### src/rtl/dmem_arb_pkg.sv
// Shared types for the data-memory arbiter: arbitration states and the
// bundled memory request that the top-level mux drives onto data_memory.
package dmem_arb_pkg;

    localparam int unsigned DMEM_ADDR_W = 32;
    localparam int unsigned DMEM_DATA_W = 32;

    typedef enum logic [1:0] {
        CORE_PRI   = 2'd0,
        EXT_LOCK   = 2'd1,
        CORE_FORCE = 2'd2
    } arb_state_t;

    typedef struct packed {
        logic [DMEM_ADDR_W-1:0] addr;
        logic [DMEM_DATA_W-1:0] wdata;
        logic [3:0]             mask;
        logic                   rd_en;
        logic                   wr_en;
    } mem_req_t;

endpackage

### src/rtl/dmem_arb_fsm.sv
// Arbitration state machine: decides each cycle whether the core or the
// external requester owns the memory port. Grants are combinational from
// the current requests and registered state; counters enforce ext service
// under core load and bound the length of locked ext bursts.
module dmem_arb_fsm
    import dmem_arb_pkg::*;
#(
    parameter int unsigned STARVE_LIMIT = 4,
    parameter int unsigned LOCK_MAX     = 8
) (
    input  logic i_clk,
    input  logic i_rst,
    input  logic i_core_req,
    input  logic i_ext_req,
    input  logic i_ext_lock,
    output logic o_grant_core,
    output logic o_grant_ext
);

    localparam int unsigned SW = $clog2(STARVE_LIMIT + 1);
    localparam int unsigned LW = $clog2(LOCK_MAX + 1);
    localparam logic [SW-1:0] STARVE_TOP = SW'(STARVE_LIMIT);
    localparam logic [LW-1:0] LOCK_TOP   = LW'(LOCK_MAX);

    arb_state_t    r_state;
    logic [SW-1:0] r_starve_cnt;
    logic [LW-1:0] r_lock_cnt;
    logic          w_grant_ext;
    logic          w_grant_core;
    logic [LW-1:0] w_lock_next;

    // Grant decision for this cycle; reset masks both grants.
    always_comb begin
        w_grant_ext = 1'b0;
        unique case (r_state)
            CORE_PRI:   w_grant_ext = i_ext_req && (!i_core_req || (r_starve_cnt == STARVE_TOP));
            EXT_LOCK:   w_grant_ext = i_ext_req;
            CORE_FORCE: w_grant_ext = i_ext_req && !i_core_req;
            default:    w_grant_ext = 1'b0;
        endcase
        if (i_rst) begin
            w_grant_ext = 1'b0;
        end
        w_grant_core = i_core_req && !w_grant_ext && !i_rst;
        w_lock_next  = (r_lock_cnt == LOCK_TOP) ? r_lock_cnt : r_lock_cnt + LW'(1);
    end

    assign o_grant_core = w_grant_core;
    assign o_grant_ext  = w_grant_ext;

    // State and counter update based on this cycle's decision.
    always_ff @(posedge i_clk or posedge i_rst) begin
        if (i_rst) begin
            r_state      <= CORE_PRI;
            r_starve_cnt <= '0;
            r_lock_cnt   <= '0;
        end else begin
            unique case (r_state)
                CORE_PRI: begin
                    if (w_grant_ext) begin
                        r_starve_cnt <= '0;
                        if (i_ext_lock) begin
                            r_lock_cnt <= LW'(1);
                            // A one-grant lock limit is already exhausted by the entry grant.
                            r_state    <= (LOCK_TOP == LW'(1)) ? CORE_FORCE : EXT_LOCK;
                        end
                    end else if (w_grant_core && i_ext_req && (r_starve_cnt != STARVE_TOP)) begin
                        r_starve_cnt <= r_starve_cnt + SW'(1);
                    end
                end
                EXT_LOCK: begin
                    if (!i_ext_req) begin
                        r_state    <= CORE_PRI;
                        r_lock_cnt <= '0;
                    end else begin
                        r_lock_cnt <= w_lock_next;
                        // Hitting the limit takes precedence over a voluntary release.
                        if (w_lock_next == LOCK_TOP) begin
                            r_state <= CORE_FORCE;
                        end else if (!i_ext_lock) begin
                            r_state    <= CORE_PRI;
                            r_lock_cnt <= '0;
                        end
                    end
                end
                CORE_FORCE: begin
                    r_state      <= CORE_PRI;
                    r_starve_cnt <= '0;
                    r_lock_cnt   <= '0;
                end
                default: begin
                    r_state      <= CORE_PRI;
                    r_starve_cnt <= '0;
                    r_lock_cnt   <= '0;
                end
            endcase
        end
    end

endmodule

### src/rtl/dmem_arbiter.sv
// Data-memory port arbiter between the core load/store path and an
// external requester. The FSM picks the owner; this level only muxes the
// winner's request onto data_memory and fans read data back out.
module dmem_arbiter
    import dmem_arb_pkg::*;
#(
    parameter int unsigned ADDR_W       = 32,
    parameter int unsigned DATA_W       = 32,
    parameter int unsigned STARVE_LIMIT = 4,
    parameter int unsigned LOCK_MAX     = 8
) (
    input  logic              clk,
    input  logic              reset,
    input  logic              core_rd_en,
    input  logic              core_wr_en,
    input  logic [ADDR_W-1:0] core_addr,
    input  logic [DATA_W-1:0] core_wdata,
    input  logic [3:0]        core_mask,
    output logic [DATA_W-1:0] core_rdata,
    output logic              core_stall,
    input  logic              ext_req,
    input  logic              ext_we,
    input  logic              ext_lock,
    input  logic [ADDR_W-1:0] ext_addr,
    input  logic [DATA_W-1:0] ext_wdata,
    input  logic [3:0]        ext_mask,
    output logic              ext_gnt,
    output logic [DATA_W-1:0] ext_rdata,
    output logic [ADDR_W-1:0] mem_addr,
    output logic [DATA_W-1:0] mem_wdata,
    output logic [3:0]        mem_mask,
    output logic              mem_rd_en,
    output logic              mem_wr_en,
    output logic              mem_cs,
    input  logic [DATA_W-1:0] mem_rdata
);

    logic     w_core_req;
    logic     w_grant_core;
    logic     w_grant_ext;
    mem_req_t w_mem;

    assign w_core_req = core_rd_en | core_wr_en;

    dmem_arb_fsm #(
        .STARVE_LIMIT (STARVE_LIMIT),
        .LOCK_MAX     (LOCK_MAX)
    ) u_fsm (
        .i_clk        (clk),
        .i_rst        (reset),
        .i_core_req   (w_core_req),
        .i_ext_req    (ext_req),
        .i_ext_lock   (ext_lock),
        .o_grant_core (w_grant_core),
        .o_grant_ext  (w_grant_ext)
    );

    // Route the winning requester to memory; no winner leaves the port all-zero.
    always_comb begin
        w_mem = '0;
        if (w_grant_ext) begin
            w_mem.addr  = DMEM_ADDR_W'(ext_addr);
            w_mem.wdata = DMEM_DATA_W'(ext_wdata);
            w_mem.mask  = ext_mask;
            w_mem.rd_en = ~ext_we;
            w_mem.wr_en = ext_we;
        end else if (w_grant_core) begin
            w_mem.addr  = DMEM_ADDR_W'(core_addr);
            w_mem.wdata = DMEM_DATA_W'(core_wdata);
            w_mem.mask  = core_mask;
            w_mem.rd_en = core_rd_en;
            w_mem.wr_en = core_wr_en;
        end
    end

    assign mem_addr   = w_mem.addr[ADDR_W-1:0];
    assign mem_wdata  = w_mem.wdata[DATA_W-1:0];
    assign mem_mask   = w_mem.mask;
    assign mem_rd_en  = w_mem.rd_en;
    assign mem_wr_en  = w_mem.wr_en;
    assign mem_cs     = w_mem.rd_en | w_mem.wr_en;

    assign core_stall = w_core_req & ~w_grant_core & ~reset;
    assign ext_gnt    = w_grant_ext;
    assign core_rdata = mem_rdata;
    assign ext_rdata  = mem_rdata;

endmodule

### config.mk
export PLATFORM = sky130hd
export DESIGN_NAME = dmem_arbiter
export DESIGN_NICKNAME = d
export VERILOG_FILES = /design/src/rtl/dmem_arb_pkg.sv /design/src/rtl/dmem_arb_fsm.sv /design/src/rtl/dmem_arbiter.sv
export SDC_FILE = /design/constraint.sdc
export NUM_CORES = 1
export LEC_CHECK = 0
export CORE_AREA = 8 8 115 117
export CTS_CLUSTER_SIZE = 40
export DETAILED_ROUTE_END_ITERATION = 10
export DIE_AREA = 0 0 123 125
export HOLD_SLACK_MARGIN = 0.03
export SLEW_MARGIN = 20
export SYNTH_ARGS = -nofsm -noshare
export SYNTH_HDL_FRONTEND = slang
export SYNTH_SLANG_ARGS = --single-unit
### constraint.sdc
create_clock -name clk -period 2.09 [get_ports clk]
set_clock_uncertainty 0.05 [all_clocks]
set_input_delay 0.3135 -clock clk [delete_from_list [all_inputs] [get_ports clk]]
set_output_delay 0.3135 -clock clk [all_outputs]
set_load 0.01 [all_outputs]
======== Yosys cells after proc, flatten, opt, wreduce, memory -nomap -nowiden ========
Index checks and enable logic that the tools add are counted.
storage, ports and cells
  register bits ........................... 9
  logic and storage cells ................. 57
operators by class
  add/subtract/negate cells ............... 2
  equality and inequality tests ........... 10
  mux-type cells .......................... 20
  bitwise operators ....................... 8
  reduce and logical (&&, ||, !) cells .... 14
operator list
  cell                 number
  $mux 70              2
  $mux 4               6
  $mux 2               5
  $eq 4x4->1 const B   2
  $pmux 4 s2           1
  $logic_and 1x1->1    6
  $mux 3               2
  $pmux 3 s2           1
  $add 4x1->4 const B  1
  $ne 2x2->1 const B   2
  $ne 4x3->1 const B   1
  $not 1->1            4
  $pmux 2 s2           1
  $reduce_and 2->1     2
  $add 3x1->3 const B  1
  $eq 3x3->1 const B   1
  $logic_not 1->1      3
  $ne 3x2->1 const B   1
  $ne 3x3->1 const B   1
  $pmux 1 s3           1
  $reduce_and 3->1     1
  $and 1x1->1          2
  $eq 2x1->1 const B   1
  $eq 2x2->1 const B   1
  other kinds (4)      5

======== Longest topological paths before layout ========
  depth after elaboration ................. 14
  mapped depth ............................ 9
  mapped depth without buffers ............ 8

======== Cells and area by module ========
Synthesis repeated with hierarchy kept, for this count alone.
second synthesis, totals
  cell total of the unflattened synthesis .. 229
  area, all modules ....................... 1,906.8 um^2
by module, submodules not included
  module        times used  cells an instance  area an instance (um^2)  seq. area each (um^2)
  dmem_arbiter  1           159                1,271.2                  0.0
  dmem_arb_fsm  1           70                 635.6                    225.2

======== Worst setup path before layout ========
Ideal clock, no wire load.
  path type ............................... register -> output
  start point ............................. reg u_fsm.r_starve_cnt[0]
  end point ............................... out mem_addr[23]
  arrival time ............................ 1.525 ns
  slack ................................... 0.201 ns
  cell stages (with the launch flop) ...... 9
  path through ............................ dfrtp_1 -> inv_1 -> ha_1 -> a21oi_2 -> o32ai_4 -> nand2_4 -> inv_6 -> buf_6 -> a22o_1
on the way
  word-level cells in the longest chain between the ends .. 10
RTL lines
  element                         RTL line            source
  start, declared                 dmem_arb_fsm.sv:26  logic [SW-1:0] r_starve_cnt;
  start signal, assigned          dmem_arb_fsm.sv:68  r_starve_cnt <= r_starve_cnt + SW'(1);
  $eq 3x3->1 (*)                  dmem_arb_fsm.sv:36  CORE_PRI: w_grant_ext = i_ext_req && (!i_core_req || (r_starve_cnt == STARVE_TOP));
  $logic_or 1x1->1 (*)            dmem_arb_fsm.sv:36
  $logic_and 1x1->1 (*)           dmem_arb_fsm.sv:36
  $pmux 1 s3 (*)                  dmem_arb_fsm.sv:35  unique case (r_state)
  $mux 1 (*)                      dmem_arb_fsm.sv:41  if (i_rst) begin
  named net ext_gnt               dmem_arbiter.sv:27  output logic ext_gnt,
  $logic_not 1->1                 dmem_arb_fsm.sv:44  w_grant_core = i_core_req && !w_grant_ext && !i_rst;
  $logic_and 1x1->1 (2 in a row)  dmem_arb_fsm.sv:44
  $mux 70                         dmem_arbiter.sv:67  end else if (w_grant_core) begin
  $mux 70 (*)                     dmem_arbiter.sv:61  if (w_grant_ext) begin
  end, declared                   dmem_arbiter.sv:29  output logic [ADDR_W-1:0] mem_addr,
The timed path passes the listed nets; every way through them passes the cells marked *.

======== Worst setup path in the final report ========
  start point ............................. in core_wr_en
  end point ............................... out mem_addr[5]
on the way
  word-level cells in the longest chain between the ends .. 11
  elaborated cells on any way between the ends .. 12
  classes of those cells .................. mux (4); bitwise (1); reduce/logical (7)
RTL lines
  element                         RTL line                                source
  start, declared                 dmem_arbiter.sv:15                      input logic core_wr_en,
  $or 1x1->1 (*)                  dmem_arbiter.sv:43                      assign w_core_req = core_rd_en | core_wr_en;
  $logic_not 1->1                 dmem_arb_fsm.sv:36, dmem_arb_fsm.sv:38
  $logic_or 1x1->1                dmem_arb_fsm.sv:36
  $logic_and 1x1->1               dmem_arb_fsm.sv:36
  $pmux 1 s3                      dmem_arb_fsm.sv:35
  $mux 1                          dmem_arb_fsm.sv:41
  $logic_not 1->1                 dmem_arb_fsm.sv:44
  $logic_and 1x1->1 (2 in a row)  dmem_arb_fsm.sv:44
  $mux 70                         dmem_arbiter.sv:67
  $mux 70 (*)                     dmem_arbiter.sv:61
Mark *: on every way between the ends. The rest lies on a longest branch, timed or not.

==> flow_metrics.tcl <==
set metrics [dict create \
    outcome "finished, violations left" \
    failed_checks "setup timing" \
    h-tree-depth 1 \
    final_non_filler_cell_total 553 \
    synth_top_family_by_area "compound AO/OA/AOI/OAI gates" \
    flow.area_growth_from_synthesis_pct 111 \
    synth-async-reset-ratio_pct 100 \
    critical_path.top_delay_family "buffers and inverters" \
    slew_viol_final 0 \
    design_power_total_w 0.00286 \
    std_cell_rows 40 \
    chipWidth_um 123 \
    data_arrival_time_of_the_critical_path_ns 1.97 \
    crit_required_ns 1.73 \
    synth-compound-area-share_pct 39.4 \
    post_synth_adder_cell_area_pct 2.62 \
    hold_path_class "register to register" \
    synth-simple-area-share_pct 11.0 \
    cts_tree "yes" \
    routed_wl_um 12300 \
    post-synth-top-area-fraction_pct 31.6 \
    maxCapViolCount 0 \
    synthCells 226 \
    fmax_ghz 0.429 \
    synth_mux_area_share_pct 0.523 \
    rsz0062_at_grt "yes" \
    initialDrtViolationCount 146 \
    post_drt_via_cell_ratio 4.51 \
    clock_insertion_delay_worst_skew_ns 0.23 \
    most_instantiated_cells_after_synthesis "a22o_1, buf_4, buf_6, nor2_1, dfrtp_1" \
    detailroute.via_count 2492 \
    synth.ff_latch_count 9 \
    route.detailed.wl_per_inst_um 22.3 \
    antenna-diode-count 0 \
    crit_path_top_delay_cell "clkdlybuf4s50_1" \
    layout_setup_ws_ns -0.244 \
    mappedNetlistArea_mm2 0.00191 \
    drt.antenna.violating_nets 0 \
    ios 312 \
    final_design_area_no_fill_mm2 0.00403 \
    max_slew_margin_pct 74.4 \
    dieArea_mm2 0.0154 \
    synthesis.yosys.warnings 0 \
    portBuffers 215 \
    critical-path-max-stage-delay_ns 0.50 \
    first_global_vias 2608 \
    worstSetupEndpointType "output pin" \
    finalSetupViolCount 70 \
    synth_cell_types 36 \
    grt.overflow.total 0 \
    cts_made_buffers 3 \
    worstMarginPinSlew_ns 0.384 \
    worstPathMaxFanout 8 \
    synthMostInstantiatedCell "a22o_1" \
    antenna_found_initial 0 \
    critical_path.n_buffers_inverters 5 \
    power_per_cell_area_mw_per_mm2 710 \
    floorplan.initialDensity_pct 16.5 \
    final.min_clock_period_ns 2.33 \
    timing.final.hold_violations 0 \
    crit_path_start_kind "input port" \
    detailedRoute.firstPassIterationCount 4 \
    worst-setup-path-type "input port to output pin" \
    synth-xor-area-share_pct 0.458 \
    place.gp.congestion 0.835 \
    crit_path_cell_trace "clkdlybuf4s50_1 -> nor2_1 -> nor3_4 -> buf_6 -> buf_12 -> buf_16 -> a22o_1 -> buf_2" \
    grt_first_pass_wirelength_um 17100 \
    fraction_of_layout_instances_using_a_drive_strength_above_1_pct 32.8 \
    cts.clk_slew.worst_paths_ns 0.04 \
    grt_max_degree 18 \
    post_synth_edffs 0 \
    drcViolationCount 0 \
    mappedNetlistNets 405 \
    place_area_mm2 0.00388 \
    netlist_top_cells_area "a22o_1, buf_4, dfrtp_1" \
    num-nets-final 586 \
    power.leakage_nw 1.86 \
    synth_area_per_cell_um2 8.46 \
    root_buffer "clkbuf_16" \
    synth-main-ff-cell "dfrtp_1" \
    global_route.usage.total_pct 14.5 \
    synth_area_leader_cell "a22o_1" \
    dp_cells 533 \
    die_height_um 125 \
    ctsLongestPathBuffers 2 \
    dp_hpwl_um 9670 \
    ir_worst_vdd_mv 0.631 \
    cts.sink_count 9 \
    yosysSeqAreaShare_pct 11.8 \
    design.core.area_mm2 0.0116 \
    timing.final.crit_share_pct 112 \
]
==> placed cells by master (no fill, tap or decap), types with 6 or more instances in the layout <==
cell / n
a22o_1: 69
buf_2: 52
buf_4: 26
buf_6: 23
clkdlybuf4s50_1: 141
dfrtp_1: 9
nand2_1: 6
nand3_1: 6
nor2_1: 10
==> through the flow <==
step,hold slack (ns),TNS [ns],setup slack (ns),util [%]
5_1_grt,0.543,-19.33,-0.314,34.7
2_1_floorplan,0.0994,0,0.201,-
3_3_place_gp,0.500,-38.75,-0.621,33.4
6_report,0.506,-14.15,-0.244,34.7
4_1_cts,0.510,-16.38,-0.296,33.4
3_5_place_dp,0.495,-38.87,-0.629,33.4
==> state kept, by name, indices dropped and copies added (netlist names) <==
signal and count:
u_fsm.r_state 2, u_fsm.r_starve_cnt 3, u_fsm.r_lock_cnt 4
==> path summary, 6_finish.rpt <==
| path | from | endpoint | slack, ns | cells past startpoint |
|---|---|---|---|---|
| setup / recovery | core_wr_en | mem_addr[5] | -0.24 | 8 |
| setup reg to reg | u_fsm.r_starve_cnt[1]$_DFFE_PP0P_ | u_fsm.r_lock_cnt[2]$_DFFE_PP0P_ | 0.14 | 10 |
| max in group asynchronous | reset | u_fsm.r_lock_cnt[1]$_DFFE_PP0P_ | 1.27 | 4 |
| hold / removal | u_fsm.r_lock_cnt[1]$_DFFE_PP0P_ | u_fsm.r_lock_cnt[1]$_DFFE_PP0P_ | 0.51 | 1 |
| hold reg to reg | u_fsm.r_lock_cnt[1]$_DFFE_PP0P_ | u_fsm.r_lock_cnt[1]$_DFFE_PP0P_ | 0.51 | 1 |
| min in group asynchronous | reset | u_fsm.r_starve_cnt[2]$_DFFE_PP0P_ | 0.58 | 4 |
==> report_power, final <==
part / total (W) / internal (W) / switching [W]
combinational: 0.00225 / 0.00128 / 0.000974
clock: 0.000331 / 0.000252 / 0.0000794
sequential: 0.000279 / 0.000224 / 0.0000549
total: 0.00286 / 0.00176 / 0.00111
==> logic make-up (layout without fill, tap and decap cells) <==
family / after synthesis / count (layout)
simple gates: 37 / 37
flops: 9 / 9
fa+ha+maj: 4 / 4
compound gates: 87 / 87
xor+xnor: 1 / 1
buf+inv: 87 / 267
mux: 1 / 1
==> repair_timing <==
action | in CTS | in global routing
gates cloned | 5 | 1
endpoints found under the setup margin | 73 | 75
hold endpoints to repair | 0 | 0
pin swaps | 11 | 23
buffers inserted | 7 | 5
resized for setup | 319 | 22
hold buffers | 0 | 0
==> area by class of cell <==
cell class | instances | area, um2
fill | 1228 | 7580
timing repair buffer | 256 | 2420
multi-input combinational | 130 | 1090
sequential | 9 | 225
tap | 147 | 184
clock buffer | 3 | 75.1
inverter | 7 | 33.8
clock inverter | 1 | 5.00
==> routing by layer <==
layer	routed length, um	global-route usage, %	share of wire (%)
met2	5950	24.8	48
met1	4820	16.9	39
met5	0	0	0
met4	167	2.69	1.4
met3	1390	5.13	11
(Power assumes the default switching activity.)
